### src/rtl/parity_pkg.sv
// Shared types and helpers for the even-parity generator/checker family.
package parity_pkg;

  // Receiver FSM states.
  typedef enum logic [1:0] {
    IDLE   = 2'd0,
    DATA   = 2'd1,
    PARITY = 2'd2,
    STOP   = 2'd3
  } rx_state_t;

  localparam logic START_BIT = 1'b0;
  localparam logic STOP_BIT  = 1'b1;

  // Widest data word the helper accepts; narrower words are zero-extended.
  localparam int unsigned MAX_PARITY_W = 32;

  // Even-parity bit for a data word: makes the total count of ones even.
  function automatic logic even_parity(input logic [MAX_PARITY_W-1:0] d);
    return ^d;
  endfunction

endpackage

### src/rtl/parity_accumulator.sv
// Running XOR of the serial bits of one frame.
module parity_accumulator (
  input  logic clk,
  input  logic rst,
  input  logic clr,
  input  logic en,
  input  logic d,
  output logic q
);

  // Clear wins over enable so a start bit always begins a fresh sum.
  always_ff @(posedge clk or posedge rst) begin
    if (rst) begin
      q <= 1'b0;
    end else if (clr) begin
      q <= 1'b0;
    end else if (en) begin
      q <= q ^ d;
    end
  end

endmodule

### src/rtl/even_parity_checker_rx.sv
// Serial receiver for start + DATA_W data (LSB first) + even parity + stop frames.
module even_parity_checker_rx
  import parity_pkg::*;
#(
  parameter int unsigned DATA_W    = 4,
  parameter int unsigned ERR_CNT_W = 8
) (
  input  logic                 clk,
  input  logic                 rst,
  input  logic                 bit_valid,
  input  logic                 rx_in,
  output logic [DATA_W-1:0]    data_out,
  output logic                 data_valid,
  output logic                 parity_err,
  output logic                 frame_err,
  output logic                 busy,
  output logic [ERR_CNT_W-1:0] err_count
);

  localparam int unsigned CNT_W = $clog2(DATA_W + 1);

  rx_state_t             state;
  logic [DATA_W-1:0]     shift_reg;
  logic [CNT_W-1:0]      bit_cnt;
  logic                  par_q;
  logic                  par_clr;
  logic                  par_en;
  logic [ERR_CNT_W-1:0]  err_count_inc;

  // Parity sum restarts on a start bit and absorbs data and parity bits.
  assign par_clr = bit_valid && (state == IDLE) && (rx_in == START_BIT);
  assign par_en  = bit_valid && ((state == DATA) || (state == PARITY));

  parity_accumulator u_parity_acc (
    .clk (clk),
    .rst (rst),
    .clr (par_clr),
    .en  (par_en),
    .d   (rx_in),
    .q   (par_q)
  );

  // Error counter sticks at all-ones instead of wrapping.
  assign err_count_inc = (err_count == '1) ? err_count : err_count + ERR_CNT_W'(1);

  assign busy = (state != IDLE);

  // Frame FSM, deserialiser and registered result pulses.
  always_ff @(posedge clk or posedge rst) begin
    if (rst) begin
      state      <= IDLE;
      shift_reg  <= '0;
      bit_cnt    <= '0;
      data_out   <= '0;
      data_valid <= 1'b0;
      parity_err <= 1'b0;
      frame_err  <= 1'b0;
      err_count  <= '0;
    end else begin
      data_valid <= 1'b0;
      parity_err <= 1'b0;
      frame_err  <= 1'b0;
      if (bit_valid) begin
        unique case (state)
          IDLE: begin
            if (rx_in == START_BIT) begin
              shift_reg <= '0;
              bit_cnt   <= '0;
              state     <= DATA;
            end
          end
          DATA: begin
            shift_reg <= (shift_reg >> 1) | (DATA_W'(rx_in) << (DATA_W - 1));
            bit_cnt   <= bit_cnt + CNT_W'(1);
            if (bit_cnt == CNT_W'(DATA_W - 1)) begin
              state <= PARITY;
            end
          end
          PARITY: begin
            state <= STOP;
          end
          STOP: begin
            state <= IDLE;
            if (rx_in == STOP_BIT) begin
              if (!par_q) begin
                data_valid <= 1'b1;
                data_out   <= shift_reg;
              end else begin
                parity_err <= 1'b1;
                err_count  <= err_count_inc;
              end
            end else begin
              frame_err <= 1'b1;
              err_count <= err_count_inc;
            end
          end
          default: state <= IDLE;
        endcase
      end
    end
  end

endmodule

### config.mk
export PLATFORM = sky130hd
export DESIGN_NAME = even_parity_checker_rx
export DESIGN_NICKNAME = d
export VERILOG_FILES = /design/src/rtl/parity_pkg.sv /design/src/rtl/parity_accumulator.sv /design/src/rtl/even_parity_checker_rx.sv
export SDC_FILE = /design/constraint.sdc
export NUM_CORES = 1
export LEC_CHECK = 0
export BUFFER_PORTS_ARGS = -buffer_cell sky130_fd_sc_hd__buf_2
export CAP_MARGIN = 20
export CELL_PAD_IN_SITES_DETAIL_PLACEMENT = 1
export CELL_PAD_IN_SITES_GLOBAL_PLACEMENT = 1
export CORE_MARGIN = 3
export CORE_UTILIZATION = 50
export CTS_BUF_LIST = sky130_fd_sc_hd__clkbuf_4 sky130_fd_sc_hd__clkbuf_8
export DETAILED_ROUTE_END_ITERATION = 10
export GPL_TIMING_DRIVEN = 0
export PLACE_DENSITY_LB_ADDON = 0.1
export SLEW_MARGIN = 20
export SYNTH_ARGS = -nofsm -noshare
export SYNTH_HDL_FRONTEND = slang
export SYNTH_SLANG_ARGS = --single-unit
### constraint.sdc
create_clock -name clk -period 2.4 [get_ports clk]
set_input_delay 0.48 -clock clk [delete_from_list [all_inputs] [get_ports clk]]
set_output_delay 0.48 -clock clk [all_outputs]
set_load 0.01 [all_outputs]
Word-level counts from Yosys, hierarchy flattened --
Cells that the tools add are included.
Word-level totals: register bits 25, bits of input ports 4, output and inout bits 16, word-level logic and storage cells 58
Cells by class: add/sub/neg operators 2, equality and inequality tests 8, mux-type cells 23, bitwise gates (word level) 4, reductions and logical operators 12
Operator list (number):
- two-way mux 8 bit | 3
- two-way mux 1 bit | 13
- AND reduction 3 bit | 3
- adder 8 x 1 -> 8 bit (second input constant) | 1
- equality test 8 bit (second input constant) | 1
- case mux 2 bit (4 select lines) | 1
- case mux 4 bit (2 select lines) | 1
- case mux 3 bit (2 select lines) | 1
- nonzero test 2 bit | 3
- equality test 2 bit (second input constant) | 2
- two-way mux 2 bit | 2
- two-way mux 4 bit | 1
- inequality test 2 x 1 -> 1 bit (second input constant) | 2
- OR 3 x 4 -> 4 bit | 1
- AND reduction 4 bit | 1
- adder 3 x 1 -> 3 bit (second input constant) | 1
- equality test 3 x 2 -> 1 bit (second input constant) | 1
- logical AND 1 bit | 3
- two-way mux 3 bit | 1
- equality test 2 x 1 -> 1 bit (second input constant) | 1
- zero test 2 bit | 1
- inequality test 2 bit (second input constant) | 1
- NOT 1 bit | 2
- logical OR 1 bit | 1
- bitwise XOR 1 bit | 1

Logic depth before layout (Yosys ltp) --
Gate-level depths: netlist of the first run.
word-level depth 5, gate-level depth with buffers 6, depth with buffers taken out 5

Cells and area by module --
A second synthesis of the first run with hierarchy kept.
Second synthesis, totals: cells, all modules 107, area total of the unflattened synthesis 1223.7 um2
Modules (own cells, without submodules):
- even_parity_checker_rx | times used 1, cells each 102, area each 1168.6 um2, seq. area each 600.6 um2
- parity_accumulator | times used 1, cells each 5, area each 55.1 um2, seq. area each 25.0 um2

Worst setup path before layout of the first run --
Ideal clock, no wire load.
path kind input-to-reg, start point input port rx_in, end point register err_count[7], setup time 0.128 ns, arrival 1.480 ns, required time 2.272 ns, setup slack 0.793 ns, stages 5, path buffers 1, path through ha_1 > and3b_1 > buf_6 > nor4b_4 > mux2_1
On the way: cells in the longest elaborated chain, start to end 2, elaborated cells on any way between the ends 3, classes of those cells eq/ne: 1; mux: 1; reduce/logical: 1
RTL lines:
- start: declaration | RTL line even_parity_checker_rx.sv:11 | input logic rx_in,
- inequality test 2 x 1 -> 1 bit (no source line)
- AND reduction 3 bit (no source line)
- end signal: assignment | RTL line even_parity_checker_rx.sv:90 | err_count <= err_count_inc;
- end signal: assignment | RTL line even_parity_checker_rx.sv:94 | err_count <= err_count_inc;
- end: declaration | RTL line even_parity_checker_rx.sv:17 | output logic [ERR_CNT_W-1:0] err_count
Several ways; a longest one is shown, not always the timed one. A chain may end at the register's enable or synchronous reset.

Final worst setup path of the first run --
start point register state[0], end point output port busy
On the way: cells in the longest elaborated chain, start to end 1
RTL lines:
- start: declaration | RTL line even_parity_checker_rx.sv:22 | rx_state_t state;
- start signal: assignment | RTL line even_parity_checker_rx.sv:51 | state <= IDLE;
- start signal: assignment | RTL line even_parity_checker_rx.sv:69 | state <= DATA;
- start signal: assignment | RTL line even_parity_checker_rx.sv:76 | state <= PARITY;
- nonzero test 2 bit | RTL line even_parity_checker_rx.sv:46 | assign busy = (state != IDLE);
- end: declaration | RTL line even_parity_checker_rx.sv:16 | output logic busy,
Every way passes these cells.

==> results of run 1 <==
## per-stage QoR
step	std cells	utilization [%]	instance area (um^2)
3_5_place_dp	154	60.7	1410
5_1_grt	158	62.0	1440
4_1_cts	158	62.0	1440
3_3_place_gp	154	60.7	1410
2_1_floorplan	108	-	1280
6_report	158	62.0	1440
## logic make-up after synthesis
group,Yosys count
buffers and inverters,12
xor gates and xnor gates,3
DFF,25
adders and majority gates,11
AOI/OAI and AO/OA,16
and+or+nand+nor,28
muxes,13
## placed cells by master (no fill, tap or decap), types with 4 or more instances in the layout
master / n
buf_2: 18
dfrtp_1: 25
ha_1: 11
inv_1: 10
mux2_1: 8
mux2i_1: 4
nand2_1: 6
nand4_1: 4
nor2_1: 4
## metal layers
layer	share of wire, %	vias up	global-route usage [%]
li1	-	423	-
met2	51	23	30.5
met1	44	438	22.2
met5	0	-	0
met4	1.1	0	5.42
met3	3.8	4	2.99
## cell type report
| cell class | instances | area, um^2 |
|---|---|---|
| clock buffer | 3 | 22.5 |
| tap | 28 | 35.0 |
| multi-input combinational | 71 | 596 |
| sequential | 25 | 626 |
| fill | 259 | 882 |
| inverter | 10 | 37.5 |
| clock inverter | 1 | 7.51 |
| buffer | 2 | 22.5 |
| timing repair buffer | 18 | 90.1 |
## power by group through the flow
stage          Clock, mW  Combinational, mW  Sequential [mW]
2_1_floorplan          0              0.398            0.689
3_3_place_gp           0              0.561            0.673
3_5_place_dp           0              0.594            0.689
4_1_cts            0.202              0.605            0.679
5_1_grt            0.222              0.680            0.702
6_report           0.199              0.592            0.678
## worst max-delay path by stage
stage,end,slack [ns],startpoint
6_report,busy,0.49,state[0]
5_1_grt,busy,0.35,state[1]
4_1_cts,busy,0.49,state[0]
3_5_place_dp,err_count[7],0.55,rx_in
3_3_place_gp,err_count[7],0.58,rx_in
2_1_floorplan,err_count[7],0.79,rx_in
## critical path: stages (launching register included)
cell	delay, ns
dfrtp_1	0.45
inv_1	0.15
ha_1	0.31
inv_1	0.06
buf_2	0.14
==> out/metrics.cfg, run 1 <==
[timing]
relSlewSlack_pct = 36.8
min_period_ns = 1.91
skew_ns = 0.0109
slew_violations = 0
worstMarginPinSlew_ns = 0.948
whs_ns = 0.340
fmax_mhz = 523
setup_viol_count_final = 0
fin_setup_tns_ns = 0
finalHoldViolCount = 0
period_share_pct = 79.7
setup_ws_ns = 0.488
rsz0062_at_grt = false

[clock_tree]
clk_path_buf_depth = 2
cts_hold_buffers = 0
cts.clk_slew.worst_paths_ns = 0.15
cts-root-buf = clkbuf_4
cts_buffers = 3
htree_num_levels = 1
cts_sinks = 25
cts_tree = done
insertion_delay_ns = 0.33
cts_resized = 0
postCtsSetupRepairBufs = 0

[logic_synthesis]
muxShareOfSynthArea_pct = 11.3
synth_top_family_by_area = simple AND/OR/NAND/NOR gates
netlist_top_cells_area = dfrtp_1 (49%), ha_1 (11%), mux2_1 (7.0%), mux2i_1 (3.1%), inv_1 (2.9%)
ys_seq_area_share_pct = 48.8
yosysMostFrequentCell = dfrtp_1
netlist_instances = 108
synth_seq_cells = 25
synth_xor_xnor_area_share_pct = 2.05
synth.distinct_cells = 31
yosysTopAreaCellShare_pct = 48.8
synth_simple_gate_area_share_pct = 13.2
synthTopCellsByCount = dfrtp_1 (25), ha_1 (11), inv_1 (10)
synth_compound_area_share_pct = 9.18
synthAdderAreaFrac_pct = 10.7
synth_top_area_cell = dfrtp_1
syn_avg_cell_area_um2 = 11.9
synth_edf_count = 0
synth_ff_type = dfrtp_1
ys_warn_count = 0
syn_area_mm2 = 0.00128
ys_async_sr_fraction_pct = 100
syn_nets = 123

[critical_path]
arrival_ns = 1.43
required_ns = 1.92
reg2reg_depth = 5
endpoint_kind = output port
path_max_fanout = 5
critPathKind = reg2out
worstSetupStartpointType = flip-flop
r2r_slack_ns = 0.74
rr_startpoint = state[0]
rr_endpoint = bit_cnt[0]

[job]
cap_violations = 0

[layout]
drive_gt1_share_pct = 23.8
area_growth_pct = 12.1
antenna_cells = 0
largest_register_ffs = 8
fin_nets = 146

[drt]
avgRoutedWirePerCell_um = 16.0
drc = 0
drtAntennaViolNets = 0
num_vias = 888
first_iter_violations = 12
viasPerCell = 5.62
firstDrtPassIters = 4
wirelength_um = 2530

[floorplanning]
core_area_mm2 = 0.00232
dieHeight_um = 56.6
die_w_um = 56.6
start_util_pct = 55.3
die_area_mm2 = 0.00321
rows = 17
io_pins = 20

[global_routing]
grt_remaining_overflow = 0
grt_max_degree = 26
grt_pass1_vias = 1003
antenna_found_initial = 0
grt_pass1_wl_um = 4490
gr-usage-all-layers_pct = 17.6

[placed_design]
globalplace.congestion = 0.742
dp_hpwl_um = 1840
place_ws_ns = 0.548
io_buffers = 18

[power]
combPwrFrac_pct = 40.3
power_mw = 1.47
power.density_mw_per_mm2 = 1020
p_int_mw = 0.888
clock_power_share_pct = 13.6
vdd_drop_max_uv = 581
switching_share_pct = 39.6
leakage_nw = 0.758
seq_power_share_pct = 46.2
p_switching_mw = 0.582

[status]
status = finished, final reports clean

[worst_hold_path]
hold_path_class = in2async

Power figures use the tool's default switching activity.
==> run 2: changes to the inputs <==
--- a/config.mk
+++ b/config.mk
@@ -10,7 +10,7 @@
 export CELL_PAD_IN_SITES_DETAIL_PLACEMENT = 1
 export CELL_PAD_IN_SITES_GLOBAL_PLACEMENT = 1
 export CORE_MARGIN = 3
-export CORE_UTILIZATION = 50
+export CORE_UTILIZATION = 46
 export CTS_BUF_LIST = sky130_fd_sc_hd__clkbuf_4 sky130_fd_sc_hd__clkbuf_8
 export DETAILED_ROUTE_END_ITERATION = 10
 export GPL_TIMING_DRIVEN = 0
==> constraint.sdc (replaced) <==
create_clock -name clk -period 2 [get_ports clk]
set_input_delay 0.4 -clock clk [delete_from_list [all_inputs] [get_ports clk]]
set_output_delay 0.4 -clock clk [all_outputs]
set_load 0.01 [all_outputs]
==> out/metrics.cfg, run 2 (synthesized netlist as in run 1, its figures left out) <==
[floorplanning]
core_area_mm2 = 0.00257  ; was 0.00232 mm^2
rows = 18  ; was 17
die_area_mm2 = 0.00345  ; was 0.00321 mm^2
dieHeight_um = 58.8  ; was 56.6 um
start_util_pct = 49.9  ; was 55.3%
io_pins = 20  ; unchanged
die_w_um = 58.8  ; was 56.6 um

[clock_tree]
cts-root-buf = clkbuf_4  ; unchanged
postCtsSetupRepairBufs = 0  ; unchanged
cts_buffers = 3  ; unchanged
cts_tree = done  ; unchanged
clk_path_buf_depth = 2  ; unchanged
cts_sinks = 25  ; unchanged
insertion_delay_ns = 0.30  ; was 0.33 ns
cts.clk_slew.worst_paths_ns = 0.13  ; was 0.15 ns
cts_resized = 0  ; unchanged
cts_hold_buffers = 0  ; unchanged
htree_num_levels = 1  ; unchanged

[worst_hold_path]
hold_path_class = in2async  ; unchanged

[critical_path]
reg2reg_depth = 4  ; was 5
required_ns = 1.60  ; was 1.92 ns
r2r_slack_ns = 0.35  ; was 0.74 ns
worstSetupStartpointType = flip-flop  ; unchanged
path_max_fanout = 5  ; unchanged
rr_endpoint = err_count[1]  ; was bit_cnt[0]
endpoint_kind = output port  ; unchanged
rr_startpoint = err_count[0]  ; was state[0]
arrival_ns = 1.38  ; was 1.43 ns
critPathKind = reg2out  ; unchanged

[placed_design]
dp_cells = 156  ; was 154
globalplace.congestion = 0.755  ; was 0.742
io_buffers = 18  ; unchanged
dp_hpwl_um = 1800  ; was 1840 um

[timing]
slew_violations = 0  ; unchanged
worstMarginPinSlew_ns = 0.496  ; was 0.948 ns
fin_setup_tns_ns = 0  ; unchanged
finalHoldViolCount = 0  ; unchanged
rsz0062_at_grt = false  ; unchanged
fmax_mhz = 560
min_period_ns = 1.78
relSlewSlack_pct = 66.9  ; was 36.8%
setup_viol_count_final = 0  ; unchanged
period_share_pct = 89.2
skew_ns = 0.00172  ; was 0.0109 ns

[global_routing]
grt_pass1_wl_um = 4120  ; was 4490 um
grt_remaining_overflow = 0  ; unchanged
grt_pass1_vias = 931  ; was 1003
grt_max_degree = 26  ; unchanged
antenna_found_initial = 0  ; unchanged
gr-usage-all-layers_pct = 15.4  ; was 17.6%

[drt]
avgRoutedWirePerCell_um = 14.7  ; was 16.0 um
num_vias = 886  ; was 888
wirelength_um = 2360  ; was 2530 um
drtAntennaViolNets = 0  ; unchanged
first_iter_violations = 12  ; unchanged
drc = 0  ; unchanged
firstDrtPassIters = 2  ; was 4
viasPerCell = 5.50  ; was 5.62

[layout]
final_cell_mix = dfrtp_1 (25), buf_2 (18), ha_1 (11)  ; unchanged
antenna_cells = 0  ; unchanged
area_growth_pct = 13.5  ; was 12.1%
final_common_cell = dfrtp_1  ; unchanged
fill_cells = 287  ; was 259
largest_register_ffs = 8  ; unchanged
fin_nets = 147  ; was 146
stdcell_count = 161  ; was 158
drive_gt1_share_pct = 24.4  ; was 23.8%

[power]
power_mw = 1.75  ; was 1.47 mW
power.density_mw_per_mm2 = 1200  ; was 1020 mW/mm^2
vdd_drop_max_uv = 769  ; was 581 uV
leakage_nw = 0.770  ; was 0.758 nW

[job]
cap_violations = 0  ; unchanged

[status]
status = finished, final reports clean  ; unchanged

-- run 2: changes by cell type in the layout (fill, tap and decap cells not counted) --
cell / previous run / this run
clkinvlp_4: 1 / 0
clkbuf_4: 3 / 4
buf_8: 0 / 1
-- run 2: worst max path at each step --
stage | start | to | slack, ns | depth (start not counted)
after detailed placement | rx_in | err_count[7] | 0.22 | 6
after global routing | state[1] | busy | 0.12 | 4
final | state[1] | busy | 0.22 | 4
after CTS | state[1] | busy | 0.19 | 4
after floorplan | rx_in | err_count[7] | 0.47 | 5
after global placement | rx_in | err_count[7] | 0.24 | 6
-- run 2: critical path, stage by stage (launching register included) --
cell and delay (ns):
dfrtp_1 0.43, inv_1 0.16, ha_1 0.30, inv_1 0.06, buf_2 0.14
-- run 2: metrics by stage --
step | hold WS [ns] | cell area, um^2 | utilization [%] | setup slack [ns]
4_1_cts | 0.306 | 1440 | 56.0 | 0.192
6_report | 0.0906 | 1450 | 56.6 | 0.215
5_1_grt | 0.0936 | 1450 | 56.6 | 0.118
3_3_place_gp | 0.470 | 1410 | 54.9 | 0.240
2_1_floorplan | 0.427 | 1280 | - | 0.473
3_5_place_dp | 0.480 | 1410 | 54.9 | 0.219
-- run 2: final cells by class --
type	instances	area (um^2)	share of cell area, %
repair buffers	19	105	7.23
clock buffers	4	30.0	2.07
inverters	10	37.5	2.58
well taps	30	37.5	2.58
flip-flops and latches	25	626	43.0
plain buffers	2	22.5	1.55
multi-input cells	71	596	41.0
-- run 2: routing by layer --
| metal | routed length [um] | vias up | global-route usage (%) |
|---|---|---|---|
| met5 | 0 | - | 0 |
| li1 | - | 421 | - |
| met3 | 76 | 2 | 2.63 |
| met2 | 1150 | 12 | 27.3 |
| met1 | 1110 | 451 | 19.2 |
| met4 | 21 | 0 | 3.88 |
-- run 2: report_power, final --
part	internal [mW]	total [mW]	leakage [nW]	switching, mW
clock	0.0912	0.231	0.0184	0.140
sequential	0.666	0.810	0.326	0.145
combinational	0.327	0.706	0.426	0.379
total	1.08	1.75	0.770	0.664
==> run 3: changes to the inputs <==
--- a/config.mk
+++ b/config.mk
@@ -15,6 +15,7 @@
 export DETAILED_ROUTE_END_ITERATION = 10
 export GPL_TIMING_DRIVEN = 0
 export PLACE_DENSITY_LB_ADDON = 0.1
+export REMOVE_ABC_BUFFERS = 1
 export SLEW_MARGIN = 20
 export SYNTH_ARGS = -nofsm -noshare
 export SYNTH_HDL_FRONTEND = slang
==> out/metrics.cfg, run 3 (synthesized netlist as in run 1, its figures left out) <==
[clock_tree]
cts_tree = done  ; unchanged
cts.clk_slew.worst_paths_ns = 0.13  ; about the same
cts_resized = 0  ; unchanged
cts_buffers = 3  ; unchanged
clk_path_buf_depth = 2  ; unchanged
insertion_delay_ns = 0.32  ; was 0.30 ns
postCtsSetupRepairBufs = 0  ; unchanged
htree_num_levels = 1  ; unchanged
cts-root-buf = clkbuf_4  ; unchanged
cts_hold_buffers = 0  ; unchanged
cts_sinks = 25  ; unchanged

[critical_path]
critPathKind = reg2out  ; unchanged
worstSetupPathDepth = 4  ; unchanged
crit_top_cell = inv_1  ; unchanged
arrival_ns = 1.40  ; was 1.38 ns
crit_family = flip-flops  ; unchanged
endpoint_kind = output port  ; unchanged
cp-startpoint = state[1]  ; unchanged
rr_startpoint = u_parity_acc.q  ; was err_count[0]
reg2reg_depth = 5  ; was 4
cp_cell_sequence = inv_1, ha_1, inv_1, buf_2  ; unchanged
worst_path_largest_cell_delay_ns = 0.43  ; about the same
r2r_slack_ns = 0.30  ; was 0.35 ns
required_ns = 1.60  ; about the same
path_max_fanout = 5  ; unchanged
cp-endpoint = busy  ; unchanged
cp_num_buf_inv = 3  ; unchanged
critPathSlowestCell = dfrtp_1  ; unchanged
worstSetupStartpointType = flip-flop  ; unchanged
rr_endpoint = err_count[7]  ; was err_count[1]

[status]
status = finished, final reports clean  ; unchanged

[timing]
setup_viol_count_final = 0  ; unchanged
min_period_ns = 1.80  ; was 1.78 ns
skew_ns = 0.00291  ; was 0.00172 ns
relSlewSlack_pct = 36.4  ; was 66.9%
slew_violations = 0  ; unchanged
period_share_pct = 90.2  ; was 89.2%
finalHoldViolCount = 0  ; unchanged
fmax_mhz = 554  ; was 560 MHz
fin_setup_tns_ns = 0  ; unchanged
setup_ws_ns = 0.196  ; was 0.215 ns
worstMarginPinSlew_ns = 0.953  ; was 0.496 ns
whs_ns = 0.281  ; was 0.0906 ns
rsz0062_at_grt = false  ; unchanged

[layout]
fin_nets = 145  ; was 147
drive_gt1_share_pct = 23.3  ; was 24.4%
stdcell_count = 159  ; was 161
largest_register_ffs = 8  ; unchanged
final_cell_mix = dfrtp_1 (25), buf_2 (19), ha_1 (11)  ; was dfrtp_1 (25), buf_2 (18), ha_1 (11)
antenna_cells = 0  ; unchanged
final_common_cell = dfrtp_1  ; unchanged
area_growth_pct = 10.9  ; was 13.5%

[drt]
wirelength_um = 2410  ; was 2360 um
num_vias = 874  ; was 886
first_iter_violations = 13  ; was 12
topRoutingLayerUsed = met4  ; unchanged
wl_met2_um = 1170  ; was 1150 um
drtAntennaViolNets = 0  ; unchanged
avgRoutedWirePerCell_um = 15.1  ; was 14.7 um
firstDrtPassIters = 2  ; unchanged
drc = 0  ; unchanged
met1_length_um = 1110  ; about the same
wl_met3_um = 88  ; was 76 um
viasPerCell = 5.50  ; about the same

[global_routing]
grt_remaining_overflow = 0  ; unchanged
gr-usage-all-layers_pct = 15.5  ; was 15.4%
grt_pass1_wl_um = 4030  ; was 4120 um
grt_pass1_vias = 908  ; was 931
antenna_found_initial = 0  ; unchanged
grt_max_degree = 26  ; unchanged

[placed_design]
globalplace.congestion = 0.709  ; was 0.755
io_buffers = 19  ; was 18
dp_hpwl_um = 1870  ; was 1800 um
dp_cells = 155  ; was 156
place_ws_ns = 0.144  ; was 0.219 ns

[floorplanning]
rows = 18  ; unchanged
core_area_mm2 = 0.00257  ; unchanged
dieHeight_um = 58.8  ; unchanged
io_pins = 20  ; unchanged
start_util_pct = 49.9  ; unchanged
die_w_um = 58.8  ; unchanged
die_area_mm2 = 0.00345  ; unchanged

[power]
power.density_mw_per_mm2 = 1230  ; was 1200 mW/mm^2
leakage_nw = 0.755  ; was 0.770 nW
power_mw = 1.74  ; was 1.75 mW
vdd_drop_max_uv = 763  ; was 769 uV

[worst_hold_path]
hold_path_class = in2async  ; unchanged

[job]
cap_violations = 0  ; unchanged

## run 3: cell types whose count changed in the layout (fill, tap and decap cells not counted), sizes merged
| cell | change |
|---|---|
| buf | -2 |
## run 3: per-layer routing
layer / vias up / global-route usage, %
met5: - / 0
li1: 420 / -
met1: 433 / 18.2
met2: 16 / 27.4
met4: 0 / 6.80
met3: 5 / 2.63
## run 3: where the power goes
group	internal (mW)	switching, mW	total (mW)	leakage [nW]
logic	0.314	0.375	0.689	0.411
clock network	0.0916	0.146	0.237	0.0184
registers	0.665	0.151	0.817	0.326
total	1.07	0.672	1.74	0.755
## run 3: layout make-up
class	instances	area (um^2)
fill	288	1150
sequential	25	626
multi-input combinational	71	596
timing repair buffer	19	95.1
inverter	10	37.5
tap	30	37.5
clock buffer	4	30.0
## run 3: worst register-to-register path: cells and delay by family (launching register included)
family	cells	cell delay (ns)
AND/OR/NAND/NOR	2	0.62
flip-flops	1	0.38
multiplexers	1	0.34
adder cells (fa/ha/maj)	1	0.19
buffers and inverters	1	0.07
## run 3: how the worst min path moves through the flow
| stage | cells past startpoint | to | slack [ns] | startpoint |
|---|---|---|---|---|
| after detailed placement | 1 | data_out[0] | 0.48 | data_out[0] |
| after global placement | 1 | data_out[2] | 0.47 | data_out[2] |
| after floorplan | 1 | bit_cnt[0] | 0.43 | rst |
| after global routing | 2 | frame_err | 0.33 | rx_in |
| after CTS | 2 | err_count[4] | 0.30 | rst |
| final | 2 | data_out[1] | 0.28 | rst |
## run 3: per-stage QoR
step / utilization (%) / area [um^2]
floorplan: - / 1260
global placement: 54.2 / 1390
detailed placement: 54.2 / 1390
CTS: 55.4 / 1420
global route: 55.4 / 1420
finish: 55.4 / 1420
